[src/rtl/sdram_arbiter.sv]
// Two-port arbiter in front of the SDRAM controller user interface, with a read-response timeout.
// Optional macro SDRAM_ARB_RR_EN: round-robin on simultaneous requests (default: port 0 priority).
module sdram_arbiter #(
  parameter int unsigned       ADDR_W     = 23,
  parameter int unsigned       DATA_W     = 32,
  parameter int unsigned       RD_TIMEOUT = 64,
  parameter logic [DATA_W-1:0] TO_DATA    = 32'hDEADBEEF
) (
  input  logic              clk,
  input  logic              rst,
  input  logic              p0_valid,
  input  logic              p0_rw,
  input  logic [ADDR_W-1:0] p0_addr,
  input  logic [DATA_W-1:0] p0_wdata,
  output logic              p0_ready,
  output logic              p0_rvalid,
  output logic [DATA_W-1:0] p0_rdata,
  output logic              p0_err,
  input  logic              p1_valid,
  input  logic              p1_rw,
  input  logic [ADDR_W-1:0] p1_addr,
  input  logic [DATA_W-1:0] p1_wdata,
  output logic              p1_ready,
  output logic              p1_rvalid,
  output logic [DATA_W-1:0] p1_rdata,
  output logic              p1_err,
  output logic              sd_in_valid,
  output logic              sd_rw,
  output logic [ADDR_W-1:0] sd_user_addr,
  output logic [DATA_W-1:0] sd_data_in,
  input  logic              sd_busy,
  input  logic [DATA_W-1:0] sd_data_out,
  input  logic              sd_out_valid
);

  localparam int unsigned     CntW   = $clog2(RD_TIMEOUT);
  localparam logic [CntW-1:0] CntMax = CntW'(RD_TIMEOUT - 1);

  typedef enum logic [1:0] {StIdle, StIssue, StWaitRd} state_e;

  state_e              state_q, state_d;
  logic                grant_q, grant_d;
  logic                last_q, last_d;
  logic [CntW-1:0]     cnt_q, cnt_d;
  logic                in_valid_q, in_valid_d;
  logic                rw_q, rw_d;
  logic [ADDR_W-1:0]   addr_q, addr_d;
  logic [DATA_W-1:0]   wdata_q, wdata_d;
  logic [1:0]          ready_q, ready_d;
  logic [1:0]          rvalid_q, rvalid_d;
  logic [1:0]          err_q, err_d;
  logic [DATA_W-1:0]   rdata_q [2];
  logic [DATA_W-1:0]   rdata_d [2];
  logic                pick;

  always_comb begin
`ifdef SDRAM_ARB_RR_EN
    pick = (p0_valid && p1_valid) ? ~last_q : ~p0_valid;
`else
    pick = ~p0_valid;
`endif
  end

  always_comb begin
    state_d    = state_q;
    grant_d    = grant_q;
    last_d     = last_q;
    cnt_d      = cnt_q;
    in_valid_d = 1'b0;
    rw_d       = rw_q;
    addr_d     = addr_q;
    wdata_d    = wdata_q;
    ready_d    = 2'b00;
    rvalid_d   = 2'b00;
    err_d      = err_q;
    rdata_d    = rdata_q;
    unique case (state_q)
      StIdle: begin
        if (!sd_busy && (p0_valid || p1_valid)) begin
          grant_d       = pick;
          rw_d          = pick ? p1_rw    : p0_rw;
          addr_d        = pick ? p1_addr  : p0_addr;
          wdata_d       = pick ? p1_wdata : p0_wdata;
          in_valid_d    = 1'b1;
          ready_d[pick] = 1'b1;
          state_d       = StIssue;
        end
      end
      StIssue: begin
        last_d = grant_q;
        if (rw_q) begin
          state_d = StIdle;
        end else begin
          state_d = StWaitRd;
          cnt_d   = '0;
        end
      end
      StWaitRd: begin
        // A response arriving on the timeout cycle still counts as a normal response.
        if (sd_out_valid) begin
          rvalid_d[grant_q] = 1'b1;
          rdata_d[grant_q]  = sd_data_out;
          err_d[grant_q]    = 1'b0;
          state_d           = StIdle;
        end else if (cnt_q == CntMax) begin
          rvalid_d[grant_q] = 1'b1;
          rdata_d[grant_q]  = TO_DATA;
          err_d[grant_q]    = 1'b1;
          state_d           = StIdle;
        end else begin
          cnt_d = cnt_q + 1'b1;
        end
      end
      default: state_d = StIdle;
    endcase
  end

  always_ff @(posedge clk or posedge rst) begin
    if (rst) begin
      state_q    <= StIdle;
      grant_q    <= 1'b0;
      last_q     <= 1'b1;
      cnt_q      <= '0;
      in_valid_q <= 1'b0;
      rw_q       <= 1'b0;
      addr_q     <= '0;
      wdata_q    <= '0;
      ready_q    <= 2'b00;
      rvalid_q   <= 2'b00;
      err_q      <= 2'b00;
      rdata_q[0] <= '0;
      rdata_q[1] <= '0;
    end else begin
      state_q    <= state_d;
      grant_q    <= grant_d;
      last_q     <= last_d;
      cnt_q      <= cnt_d;
      in_valid_q <= in_valid_d;
      rw_q       <= rw_d;
      addr_q     <= addr_d;
      wdata_q    <= wdata_d;
      ready_q    <= ready_d;
      rvalid_q   <= rvalid_d;
      err_q      <= err_d;
      rdata_q[0] <= rdata_d[0];
      rdata_q[1] <= rdata_d[1];
    end
  end

  assign sd_in_valid  = in_valid_q;
  assign sd_rw        = rw_q;
  assign sd_user_addr = addr_q;
  assign sd_data_in   = wdata_q;
  assign p0_ready     = ready_q[0];
  assign p1_ready     = ready_q[1];
  assign p0_rvalid    = rvalid_q[0];
  assign p1_rvalid    = rvalid_q[1];
  assign p0_err       = err_q[0];
  assign p1_err       = err_q[1];
  assign p0_rdata     = rdata_q[0];
  assign p1_rdata     = rdata_q[1];

endmodule

[config.mk]
export PLATFORM = sky130hd
export DESIGN_NAME = sdram_arbiter
export DESIGN_NICKNAME = d
export VERILOG_FILES = /design/src/rtl/sdram_arbiter.sv
export SDC_FILE = /design/constraint.sdc
export NUM_CORES = 1
export LEC_CHECK = 0
export BUFFER_PORTS_ARGS = -buffer_cell sky130_fd_sc_hd__buf_2
export CAP_MARGIN = 40
export CORE_UTILIZATION = 40
export DETAILED_ROUTE_END_ITERATION = 10
export PLACE_DENSITY = 0.77
export SYNTH_ARGS = -nofsm -noshare
export SYNTH_HDL_FRONTEND = slang
export SYNTH_SLANG_ARGS = --single-unit
[constraint.sdc]
create_clock -name clk -period 5.59 [get_ports clk]
set_input_delay 1.118 -clock clk [delete_from_list [all_inputs] [get_ports clk]]
set_output_delay 1.118 -clock clk [all_outputs]
set_load 0.01 [all_outputs]
# ---- Word level (Yosys, flattened, before mapping)
# Cells that the tools add are included.
dict set report totals {
  memories 0
  wordCells 78
  latchBits 0
  ff_bits 136
  ramBits 0
  out_inout_bits 127
  inputBits 150
  rom_bits 0
}
dict set report op_classes {
  bitwise 8
  reduce_logical 13
  mux 30
  magnitude_cmp 6
  addsub 1
  n_shift 0
  n_div 0
  eq_ne 8
  mul 0
}
# cell count
set ops {}
lappend ops {{2-to-1 mux 64 bit} 2}
lappend ops {{bitwise mux 64 bit} 1}
lappend ops {{2-to-1 mux 32 bit} 2}
lappend ops {{bitwise OR 48 bit} 1}
lappend ops {{demux 32 bit (select 1 bit)} 1}
lappend ops {{2-to-1 mux 23 bit} 1}
lappend ops {{2-to-1 mux 2 bit} 11}
lappend ops {{2-to-1 mux 6 bit} 3}
lappend ops {{bitwise AND 16 bit} 1}
lappend ops {{NOT 16 bit} 1}
lappend ops {{one-hot mux 6 bit (2 select lines)} 1}
lappend ops {{!= test 2 bit (second input constant)} 4}
lappend ops {{adder 6 x 1 -> 6 bit (second input constant)} 1}
lappend ops {{== test 6 bit (second input constant)} 1}
lappend ops {{one-hot mux 2 bit (3 select lines)} 1}
lappend ops {{AND reduction 2 bit} 3}
lappend ops {{2-to-1 mux 1 bit} 5}
lappend ops {{logical AND 1 bit} 4}
lappend ops {{< comparator 1 x 2 -> 1 bit (second input constant)} 2}
lappend ops {{AND reduction 4 bit} 1}
lappend ops {{nonzero test 2 bit} 2}
lappend ops {{!= test 3 bit (second input constant)} 1}
lappend ops {{bitwise AND 2 bit} 1}
lappend ops {{demux 1 bit (select 1 bit)} 2}
lappend ops {{12 further kinds} 13}

# ---- Depth between registers and ports, before layout
# Gate-level depths: netlist of run 1.
dict set report logic_depth {
  depth_word 9
  mapped_depth 7
  mapped_depth_nobuf 4
}

# ---- Worst setup path before layout of run 1
# OpenSTA, ideal clock, no wires.
dict set report synth_timing {
  kind {input -> register}
  from {input port p0_valid}
  to {register wdata_q[10] (netlist: sd_data_in[10])}
  path_stages 4
  arrival_ns 2.247
  required_ns 5.465
  setup_slack_ns 3.218
  setup_time_ns 0.125
  path_cell_list {clkbuf_1 buf_1 mux2_2 mux2_2}
}
dict set report synth_via {
  elab_chain_len 3
  elab_cells_between_ends 4
  classes_between {mux: 1; reduce/logical: 3}
}
# item line
set synth_lines {}
lappend synth_lines {{start, declared} 11} ;# input logic p0_valid,
lappend synth_lines {{logical OR 1 bit} 79} ;# if (!sd_busy && (p0_valid || p1_valid)) begin
lappend synth_lines {{logical AND 1 bit} 79}
lappend synth_lines {{AND reduction 2 bit (no line)} --}
lappend synth_lines {{end signal, assigned} 141} ;# wdata_q <= wdata_d;
lappend synth_lines {{end, declared} 48} ;# logic [DATA_W-1:0] wdata_q, wdata_d;
# Several ways; a longest one is shown, not always the timed one.
# A chain may end at the register's enable or synchronous reset.

# ---- Worst setup path in the final report of run 1
dict set report layout_timing {
  from {input port p0_valid}
  to {register wdata_q[14] (netlist: sd_data_in[14])}
}
# The elaborated chain is that of the path after synthesis.

==> flow_metrics.tcl, run 1 <==
set metrics [dict create \
    status "complete, no violations" \
    ctsLongestPathBuffers 2 \
    synth_top_family_by_area "multiplexers" \
    startpoint "p0_valid" \
    fin_crit_sh_pct 54.64 \
    r2r-end "sd_data_in[14]$_DFFE_PP0P_" \
    start_util_pct 41.24 \
    r2r_start "state_q[0]$_DFFE_PP0P_" \
    crit_top_cell "buf_4" \
    layout.nets 943 \
    cts_tree "built" \
    ff2ff_path_depth 4 \
    diodes 0 \
    yosys.cell_count.top_type "dfrtp_1" \
    portBuffers 276 \
    ir_drop_mv 0.2082 \
    seq_area_um2 3403 \
    critPathMaxStageDelay_ps 750 \
    grt_pass1_wl_um 25140 \
    path_class "input pin to flip-flop" \
    vias 5138 \
    synth_edf_count 0 \
    die_h_um 127.4 \
    path_cells "buf_2 > buf_4 > o21a_2 > buf_4 > mux2_2" \
    rows 45 \
    ctsHtreeMaxLevel 4 \
    antenna_found_initial 0 \
    seqPwrFrac_pct 38.5 \
    dp_hpwl_um 11460 \
    setup_violations 0 \
    cts_hold_buf 0 \
    cts_resized 0 \
    fmax_mhz 327.4 \
    endpoint "sd_data_in[14]$_DFFE_PP0P_" \
    synth_cell_types 48 \
    p_clk_share_pct 30.1 \
    synthSimpleGateAreaFrac_pct 5.667 \
    hold_path_class "flip-flop to flip-flop" \
    comb_power_share_pct 31.4 \
    synth_common_cells "dfrtp_1, mux2_2, a21oi_1, inv_1, o22ai_1" \
    overflow 0 \
    cts_root_buf "clkbuf_16" \
    synthMuxAreaShare_pct 20.22 \
    synth_xor_area_share_pct 0 \
    syn_nets 675 \
    yosys.area_share.adder_pct 0.1988 \
    drive_above_1_share_pct 54.04 \
    cp.required_ps 5870 \
    synth_compound_area_share_pct 13.56 \
    clock_skew_ps 7.673 \
    pre_cts_slack_ps 2080 \
    cpMaxStageDelayCell "o21a_2" \
    rsz0062_at_grt "false" \
    post-cts-setup-buffers 0 \
    worstSetupEndpointType "flip-flop" \
    p_leak_uw 0.003991 \
    ios 277 \
    critPathArrivalTime_ps 3340 \
    fin_setup_tns_ps 0 \
    async_flop_share_pct 100.0 \
    core_area_um2 15260 \
    maxSlewHeadroom_pct 50.64 \
    multiInputGateArea_um2 2506 \
    synth-seq-area-share_pct 54.09 \
    routedWlPerCell_um 15.69 \
    synth_top_cell_by_area "dfrtp_1" \
    total_power_uw 3950 \
    area_delta_synth_final_pct 34.98 \
    cap_violations 0 \
    grt_start_max_net_pins 67 \
    cts.clk_slew.worst_paths_ps 60 \
    hold_violations 0 \
    cp_max_fo 60 \
    tightest_slew_ps 740.5 \
    cts_buffers 17 \
    setup_ws_ps 2536 \
    first_iter_violations 249 \
    drc_errors 0 \
    synth_ff_type "dfrtp_1" \
    syn_area_per_cell_um2 12.01 \
    start_kind "input pin" \
    p_sw_share_pct 32.22 \
    syn_area_um2 6292 \
    routed_wl_um 15940 \
    r2r_slack_ps 2980 \
    power.density_nw_per_um2 465.0 \
    synth-seq-cells 136 \
    worstSkewPairLatency_ps 410 \
    die_x_um 127.4 \
    vias_per_cell 5.057 \
    grt.total_usage_pct 19.84 \
    dieArea_um2 16240 \
    synth_area_leaders "dfrtp_1, mux2_2, o22ai_1" \
    numClockSinks 136 \
    p_switching_uw 1273 \
    grt_pass1_vias 4983 \
    ant_nets 0 \
    yosys_warnings 0 \
    drv_slew 0 \
    fin_crit_ps 3054 \
    internal_power_uw 2677 \
    drt_pass1_iterations 5 \
    fillers 1317 \
    netlist_instances 524 \
    synth_top_area_share_pct 54.09 \
    gp_congestion 0.7842 \
]
worst max-delay path: cells and delay by family:
kind | cells | cell delay (ps)
buffers and inverters | 3 | 1050
AOI/OAI and AO/OA | 1 | 750
muxes | 1 | 390
how the worst min path moves through the flow:
stage / start / slack [ps] / cells past startpoint / endpoint
3_3_place_gp: sd_data_in[5]$_DFFE_PP0P_ / 460 / 1 / sd_data_in[5]$_DFFE_PP0P_
5_1_grt: sd_data_in[0]$_DFFE_PP0P_ / 520 / 1 / sd_data_in[0]$_DFFE_PP0P_
4_1_cts: sd_data_in[1]$_DFFE_PP0P_ / 500 / 1 / sd_data_in[1]$_DFFE_PP0P_
6_report: sd_data_in[1]$_DFFE_PP0P_ / 490 / 1 / sd_data_in[1]$_DFFE_PP0P_
3_5_place_dp: sd_data_in[1]$_DFFE_PP0P_ / 480 / 1 / sd_data_in[1]$_DFFE_PP0P_
2_1_floorplan: cnt_q[3]$_DFFE_PP0P_ / 530 / 1 / cnt_q[3]$_DFFE_PP0P_
final cells by class:
| cell class | instances | area share [%] |
|---|---|---|
| sequential | 136 | 40.07 |
| multi-input combinational | 301 | 29.51 |
| timing repair buffer | 285 | 17.62 |
| clock buffer | 18 | 5.053 |
| tap | 211 | 3.108 |
| clock inverter | 14 | 2.328 |
| inverter | 51 | 2.313 |
through the flow:
stage / hold slack (ps) / util (%) / instance area [um^2] / cells
floorplan: 528.1 / - / 6292 / 524
global placement: 464.4 / 51.09 / 7796 / 981
detailed placement: 477.1 / 51.55 / 7866 / 984
CTS: 502.0 / 55.66 / 8493 / 1016
global route: 517.1 / 55.66 / 8493 / 1016
finish: 493.3 / 55.66 / 8493 / 1016
power by group through the flow:
stage	Sequential, uW	Combinational (uW)	Clock, uW
final	1520	1240	1190
after global placement	1510	1200	0
after detailed placement	1530	1260	0
after CTS	1520	1260	1220
after global routing	1570	1350	1260
after floorplan	1650	606	0
layer usage:
layer / vias up / part of all wire (%) / global-route usage, %
met1: 2476 / 43 / 24.02
met3: 24 / 5.5 / 4.941
li1: 2442 / - / -
met4: 0 / 2.0 / 7.633
met5: - / 0 / 0
met2: 196 / 50 / 33.98
sequential cells by signal, summed over array words and instances, names as in the netlist, named ones only:
name / cells
cnt_q: 6
grant_q: 1
p0_rdata: 32
p1_rdata: 32
ready_q: 2
rvalid_q: 2
sd_data_in: 32
sd_in_valid: 1
sd_rw: 1
sd_user_addr: 23
state_q: 2
cell usage in the layout, fill, tap and decap left out, drive strengths merged, types with 2 or more instances in the layout:
cell type    n
a21boi       3
a21oi       51
a221o       16
a31oi        3
and2        18
and3         5
and3b        3
buf        285
bufinv       4
clkbuf      18
clkinv       6
clkinvlp     2
dfrtp      136
inv         53
mux2       113
nand2        6
nand4b       2
nor2         8
nor2b        2
nor3b        3
o21a         2
o21ai        2
o22ai       48
logic make-up (layout without fill, tap and decap cells):
kind of cell | Yosys count | count (layout)
and+or+nand+nor | 54 | 54
buffers and inverters | 87 | 368
DFF | 136 | 136
adders and majority gates | 1 | 1
muxes | 113 | 113
AOI/OAI and AO/OA | 133 | 133
Note: power is estimated with default switching activity, not from simulation.
==> inputs of run 2 (changes only) <==
--- a/config.mk
+++ b/config.mk
@@ -5,11 +5,12 @@
 export SDC_FILE = /design/constraint.sdc
 export NUM_CORES = 1
 export LEC_CHECK = 0
+export ABC_AREA = 1
 export BUFFER_PORTS_ARGS = -buffer_cell sky130_fd_sc_hd__buf_2
 export CAP_MARGIN = 40
 export CORE_UTILIZATION = 40
 export DETAILED_ROUTE_END_ITERATION = 10
-export PLACE_DENSITY = 0.77
+export PLACE_DENSITY = 0.78
 export SYNTH_ARGS = -nofsm -noshare
 export SYNTH_HDL_FRONTEND = slang
 export SYNTH_SLANG_ARGS = --single-unit
==> constraint.sdc (replaced) <==
create_clock -name clk -period 2.5 [get_ports clk]
set_input_delay 0.5 -clock clk [delete_from_list [all_inputs] [get_ports clk]]
set_output_delay 0.5 -clock clk [all_outputs]
set_load 0.01 [all_outputs]
==> run 2 against run 1 <==
  * Sequential power grew to 2.5 times the previous value
  * Final area increased by 8.6%
  * Worst hold slack lost 250 ps
  * Clock skew is 1.1 ps lower
==> flow_metrics.tcl, run 2 <==
set metrics [dict create \
    setup_violations 0 \
    hold_violations 0 \
    numClockSinks 136 \
    cp_max_fo 60 \
    final_cells 1391 \
    clock_skew_ps 6.546 \
    ant_nets 0 \
    portBuffers 276 \
    routed_wl_um 20860 \
    fin_crit_sh_pct 76.97 \
    r2r_start "cnt_q[0]$_DFFE_PP0P_" \
    vias_per_cell 4.972 \
    synth_common_cells "nand2_1, dfrtp_1, nand4_1" \
    cts_hold_buf 0 \
    ctsLongestPathBuffers 2 \
    startpoint "cnt_q[0]$_DFFE_PP0P_" \
    start_kind "flip-flop" \
    dieArea_um2 18270 \
    layout.nets 1305 \
    drive_above_1_share_pct 30.96 \
    cts_buffers 17 \
    syn_area_per_cell_um2 7.787 \
    drt_pass1_iterations 5 \
    cts.clk_slew.worst_paths_ps 60 \
    syn_nets 1062 \
    yosys_warnings 0 \
    grt_pass1_wl_um 32330 \
    yosys.cell_count.top_type "nand2_1" \
    fin_setup_tns_ps 0 \
    final_common_cell "nand2_1" \
    dp_hpwl_um 14360 \
    gp_congestion 0.8591 \
    synth_ff_type "dfrtp_1" \
    synth_area_leaders "dfrtp_1, nand2_1, nand4_1" \
    drv_slew 0 \
    pre_cts_slack_ps 543.9 \
    post-cts-setup-buffers 0 \
    cts_resized 0 \
    netlist_instances 911 \
    synth_top_cell_by_area "dfrtp_1" \
    multiInputGateArea_um2 3178 \
    synth-seq-cells 136 \
    worstSetupEndpointType "flip-flop" \
    setup_ws_ps 575.7 \
    critPathBufInv 1 \
    antenna_found_initial 1 \
    area_delta_synth_final_pct 30.00 \
    syn_area_um2 7094 \
    seq_area_um2 3403 \
    diodes 0 \
    critPathMaxStageDelay_ps 520 \
    async_flop_share_pct 100.0 \
    power.density_nw_per_um2 1153 \
    vias 6916 \
    routedWlPerCell_um 15.00 \
    fillers 1628 \
    hold_path_class "input pin to flip-flop" \
    synth-seq-area-share_pct 47.97 \
    status "complete, no violations" \
    grt_pass1_vias 6138 \
    path_class "flip-flop to flip-flop" \
    cap_violations 0 \
    die_h_um 135.2 \
    path_cells "ha_1 > nand2_1 > nor2_2 > nand2_2 > nand2_4 > buf_4 > nand4_1 > nand2_1" \
    synth_edf_count 0 \
    dp.cells 1360 \
    drc_errors 0 \
    ir_drop_mv 0.5223 \
    final_cell_mix "nand2_1, buf_2, dfrtp_1" \
    grt.total_usage_pct 22.94 \
    fin_crit_ps 1924 \
    die_x_um 135.2 \
    rsz0062_at_grt "false" \
    cp.required_ps 2860 \
    rows 48 \
    cts_root_buf "clkbuf_16" \
    hold_path_startpoint "sd_busy" \
    ctsHtreeMaxLevel 4 \
    cts_tree "built" \
    cpMaxStageDelayCell "buf_4" \
    start_util_pct 41.02 \
    grt_start_max_net_pins 137 \
    synth_cell_types 34 \
    overflow 0 \
    core_area_um2 17300 \
    first_iter_violations 485 \
    p_leak_uw 0.005063 \
    critPathArrivalTime_ps 2280 \
    maxSlewHeadroom_pct 48.06 \
    tightest_slew_ps 779.1 \
    ios 277 \
    synth_top_area_share_pct 47.97 \
    crit_top_cell "nand2_1" \
    critPathTopFamily "simple AND/OR/NAND/NOR gates" \
    worstSkewPairLatency_ps 420 \
    fmax_mhz 519.7 \
]
==> run 2: cell types whose count changed in the layout (fill, tap and decap cells not counted), sizes merged, moves of 48 or more <==
cell / before / now
a21oi: 51 / 1
or2: 1 / 56
o21ai: 2 / 114
mux2: 113 / 0
nand4: 1 / 66
o22ai: 48 / 0
nand2: 6 / 365
==> run 2: metrics by stage <==
step,instance area (um^2),util (%),hold WS [ps],total power [uW]
finish,9223,53.32,244.9,10640
global route,9223,53.32,249.4,11320
CTS,9223,53.32,234.7,10720
detailed placement,8532,49.33,461.1,7698
global placement,8532,49.33,463.0,7583
floorplan,7098,-,502.2,6031
==> run 2: path summary, 6_finish.rpt <==
| check | slack, ps | cells past startpoint | end |
|---|---|---|---|
| worst min register to register | 470 | 2 | flip-flop |
| worst max register to register | 580 | 8 | p1_rdata[18]$_DFFE_PP0P_ |
| worst min-delay path | 240 | 2 | ready_q[0]$_DFF_PP0_ |
| max in group asynchronous | 1640 | 3 | p0_rdata[5]$_DFFE_PP0P_ |
| min in group asynchronous | 250 | 3 | sd_user_addr[11]$_DFFE_PP0P_ |
| worst max-delay path | 580 | 8 | p1_rdata[18]$_DFFE_PP0P_ |
==> run 2: cell type report <==
cell class / count / share of cell area (%)
Clock buffer: 20 / 4.843
Clock inverter: 11 / 2.646
Inverter: 38 / 1.628
Multi-Input combinational cell: 670 / 34.46
Sequential cell: 136 / 36.90
Tap cell: 225 / 3.053
Timing Repair Buffer: 291 / 16.47
==> run 2: routing by layer <==
metal | track usage (%) | vias up | part of all wire [%]
met5 | 0 | - | 0.062
met4 | 8.240 | 2 | 2.1
met3 | 5.387 | 35 | 7.5
met2 | 38.06 | 288 | 48
met1 | 29.12 | 3127 | 42
li1 | - | 3464 | -
==> run 2: logic make-up (layout without fill, tap and decap cells) <==
| family | after synthesis | count (layout) | synth area share [%] |
|---|---|---|---|
| and+or+nand+nor | 526 | 526 | 33.40 |
| AOI/OAI and AO/OA | 142 | 142 | 11.02 |
| DFF | 136 | 136 | 47.97 |
| buffers and inverters | 105 | 360 | 7.302 |
| adders and majority gates | 1 | 1 | 0.1763 |
| xor gates and xnor gates | 1 | 1 | 0.1235 |
==> run 2: worst register-to-register path, cell delays in order (launching register included) <==
cell and delay [ps]:
dfrtp_1 380, ha_1 180, nand2_1 90, nor2_2 120
nand2_2 80, nand2_4 130, buf_4 520, nand4_1 240
nand2_1 110
==> run 2: where the power goes <==
part / leakage, uW / switching [uW] / internal [uW]
sequential: 0.00172 / 665 / 3150
clock: 0.000331 / 984 / 2000
combinational: 0.00301 / 2390 / 1460
total: 0.00506 / 4030 / 6600
==> inputs of run 3 (changes only) <==
--- a/config.mk
+++ b/config.mk
@@ -5,12 +5,12 @@
 export SDC_FILE = /design/constraint.sdc
 export NUM_CORES = 1
 export LEC_CHECK = 0
-export ABC_AREA = 1
+export ABC_AREA = 0
 export BUFFER_PORTS_ARGS = -buffer_cell sky130_fd_sc_hd__buf_2
 export CAP_MARGIN = 40
 export CORE_UTILIZATION = 40
 export DETAILED_ROUTE_END_ITERATION = 10
-export PLACE_DENSITY = 0.78
+export PLACE_DENSITY = 0.8
 export SYNTH_ARGS = -nofsm -noshare
 export SYNTH_HDL_FRONTEND = slang
 export SYNTH_SLANG_ARGS = --single-unit
==> constraint.sdc (replaced) <==
create_clock -name clk -period 1.5 [get_ports clk]
set_input_delay 0.3 -clock clk [delete_from_list [all_inputs] [get_ports clk]]
set_output_delay 0.3 -clock clk [all_outputs]
set_load 0.01 [all_outputs]
==> run 3 against run 2 <==
  * The flow now finishes with violations (setup timing)
  * Core utilization grew 5.6 points
  * Largest power group is now sequential cells
  * Largest cell class unchanged
  * Critical path type unchanged
  * Fmax grew 26%
  * Wire length shrank 19%
  * Worst hold slack lost 240 ps
  * Sequential power grew 48%
==> flow_metrics.tcl, run 3 (synthesis gave the netlist of run 1 again) <==
set metrics [dict create \
    status "complete, but fails checks" \
    violations "setup timing" \
    ios 277 \
    ctsHtreeMaxLevel 4 \
    fin_crit_ps 1523 \
    r2r_start "state_q[1]$_DFFE_PP0P_" \
    grt_start_max_net_pins 72 \
    grt.total_usage_pct 21.16 \
    r2r_slack_ps -20 \
    setup_ws_ps -23.00 \
    area_delta_synth_final_pct 42.77 \
    grt_pass1_wl_um 26290 \
    start_kind "flip-flop" \
    ff2ff_path_depth 4 \
    cts.clk_slew.worst_paths_ps 60 \
    final_common_cell "buf_2" \
    cp_max_fo 18 \
    maxSlewHeadroom_pct 73.95 \
    overflow 0 \
    ir_drop_mv 0.7369 \
    diodes 0 \
    path_class "flip-flop to flip-flop" \
    drive_above_1_share_pct 58.36 \
    drv_slew 0 \
    drt_pass1_iterations 4 \
    first_iter_violations 202 \
    comb_power_share_pct 34.6 \
    portBuffers 276 \
    final_cell_mix "buf_2, dfrtp_1, mux2_2" \
    r2r-end "sd_data_in[27]$_DFFE_PP0P_" \
    dieArea_um2 16240 \
    setup_violations 27 \
    rows 45 \
    tightest_slew_ps 390.7 \
    fin_setup_tns_ps -312.9 \
    hold_slack_ps 9.013 \
    critPathArrivalTime_ps 1820 \
    seqPwrFrac_pct 36.8 \
    hold_path_class "input pin to async pin" \
    fmax_mhz 656.6 \
    critPathBufInv 1 \
    cts_root_buf "clkbuf_16" \
    path_cells "nor3_4 > o21a_4 > buf_12 > mux2_2" \
    p_clk_share_pct 28.7 \
    dp_hpwl_um 11890 \
    ant_nets 0 \
    routedWlPerCell_um 16.22 \
    numClockSinks 136 \
    vias 5239 \
    die_h_um 127.4 \
    clock_skew_ps 3.988 \
    cpMaxStageDelayCell "dfrtp_2" \
    rsz0062_at_grt "true" \
    cap_violations 0 \
    routed_wl_um 16900 \
    power.density_nw_per_um2 1712 \
    path_depth 4 \
    start_util_pct 41.24 \
    cts_hold_buf 0 \
    drc_errors 0 \
    total_power_uw 15380 \
    endpoint "sd_data_in[27]$_DFFE_PP0P_" \
    fin_crit_sh_pct 101.5 \
    cts_tree "built" \
    p_switching_uw 4832 \
    cp.required_ps 1800 \
    p_sw_share_pct 31.42 \
    final_cells 1042 \
    grt_pass1_vias 5156 \
    worstSkewPairLatency_ps 410 \
    hold_violations 0 \
    gp_congestion 0.8553 \
    worstSetupEndpointType "flip-flop" \
    internal_power_uw 10550 \
    cts_buffers 17 \
    vias_per_cell 5.028 \
    pre_cts_slack_ps -83.01 \
    startpoint "state_q[1]$_DFFE_PP0P_" \
    p_leak_uw 0.004229 \
    critPathMaxStageDelay_ps 430 \
    layout.nets 970 \
    dp.cells 1008 \
    antenna_found_initial 0 \
    critPathTopFamily "flip-flops" \
    ctsLongestPathBuffers 2 \
    die_x_um 127.4 \
    core_area_um2 15260 \
]
run 3: cell count changes in the layout (fill, tap and decap cells not counted), moves of 49 or more:
cell | previous run | this run
a21oi_1 | 1 | 50
mux2_2 | 0 | 96
nand2_1 | 362 | 6
nand4_1 | 66 | 1
o21ai_0 | 57 | 1
o21ai_1 | 57 | 0
run 3: area by class of cell:
| type | count | area [um^2] |
|---|---|---|
| well taps | 211 | 264.0 |
| clock inverters | 7 | 141.4 |
| flip-flops and latches | 136 | 3406 |
| repair buffers | 312 | 1797 |
| fillers | 1262 | 6275 |
| multi-input cells | 301 | 2699 |
| inverters | 51 | 195.2 |
| clock buffers | 24 | 481.7 |
run 3: stage by stage:
stage	area (um^2)	utilization [%]
after floorplan	6382	-
after global placement	8122	53.23
after detailed placement	8122	53.23
after CTS	8766	57.45
after global routing	8984	58.88
final	8984	58.88
run 3: worst reg2reg max path: cells and delay by family, from the launching register on:
family | cells | cell delay [ps]
AOI/OAI and AO/OA | 1 | 220
muxes | 1 | 370
buffers and inverters | 1 | 190
and+or+nand+nor | 1 | 200
DFF | 1 | 430
run 3: power by group through the flow:
stage / Sequential (uW) / Clock (uW) / Combinational (uW)
6_report: 5650 / 4410 / 5310
2_1_floorplan: 6140 / 0 / 2300
4_1_cts: 5620 / 4510 / 5050
3_3_place_gp: 5590 / 0 / 4860
5_1_grt: 5810 / 4660 / 5750
3_5_place_dp: 5670 / 0 / 4990
run 3: worst min path at each step:
stage                            endpoint  slack [ps]
2_1_floorplan       sd_in_valid$_DFF_PP0_         420
3_3_place_gp   sd_data_in[30]$_DFFE_PP0P_         460
3_5_place_dp   sd_data_in[28]$_DFFE_PP0P_         460
4_1_cts        sd_data_in[28]$_DFFE_PP0P_          10
5_1_grt        sd_data_in[28]$_DFFE_PP0P_          30
6_report       sd_data_in[28]$_DFFE_PP0P_           9
run 3: layer usage:
layer | share of wire, % | vias to the layer above | global-route usage, %
met3 | 5.6 | 25 | 5.570
met1 | 41 | 2526 | 24.90
met4 | 2.0 | 0 | 8.894
li1 | - | 2474 | -
met5 | 0 | - | 0
met2 | 51 | 214 | 36.52
run 3: what timing repair did:
| action | in CTS | in global routing |
|---|---|---|
| setup buffers | 2 | 0 |
| endpoints found under the setup margin | 61 | 124 |
| pin swaps | 1 | 2 |
| gates cloned | 0 | 1 |
| resized for setup | 2 | 40 |
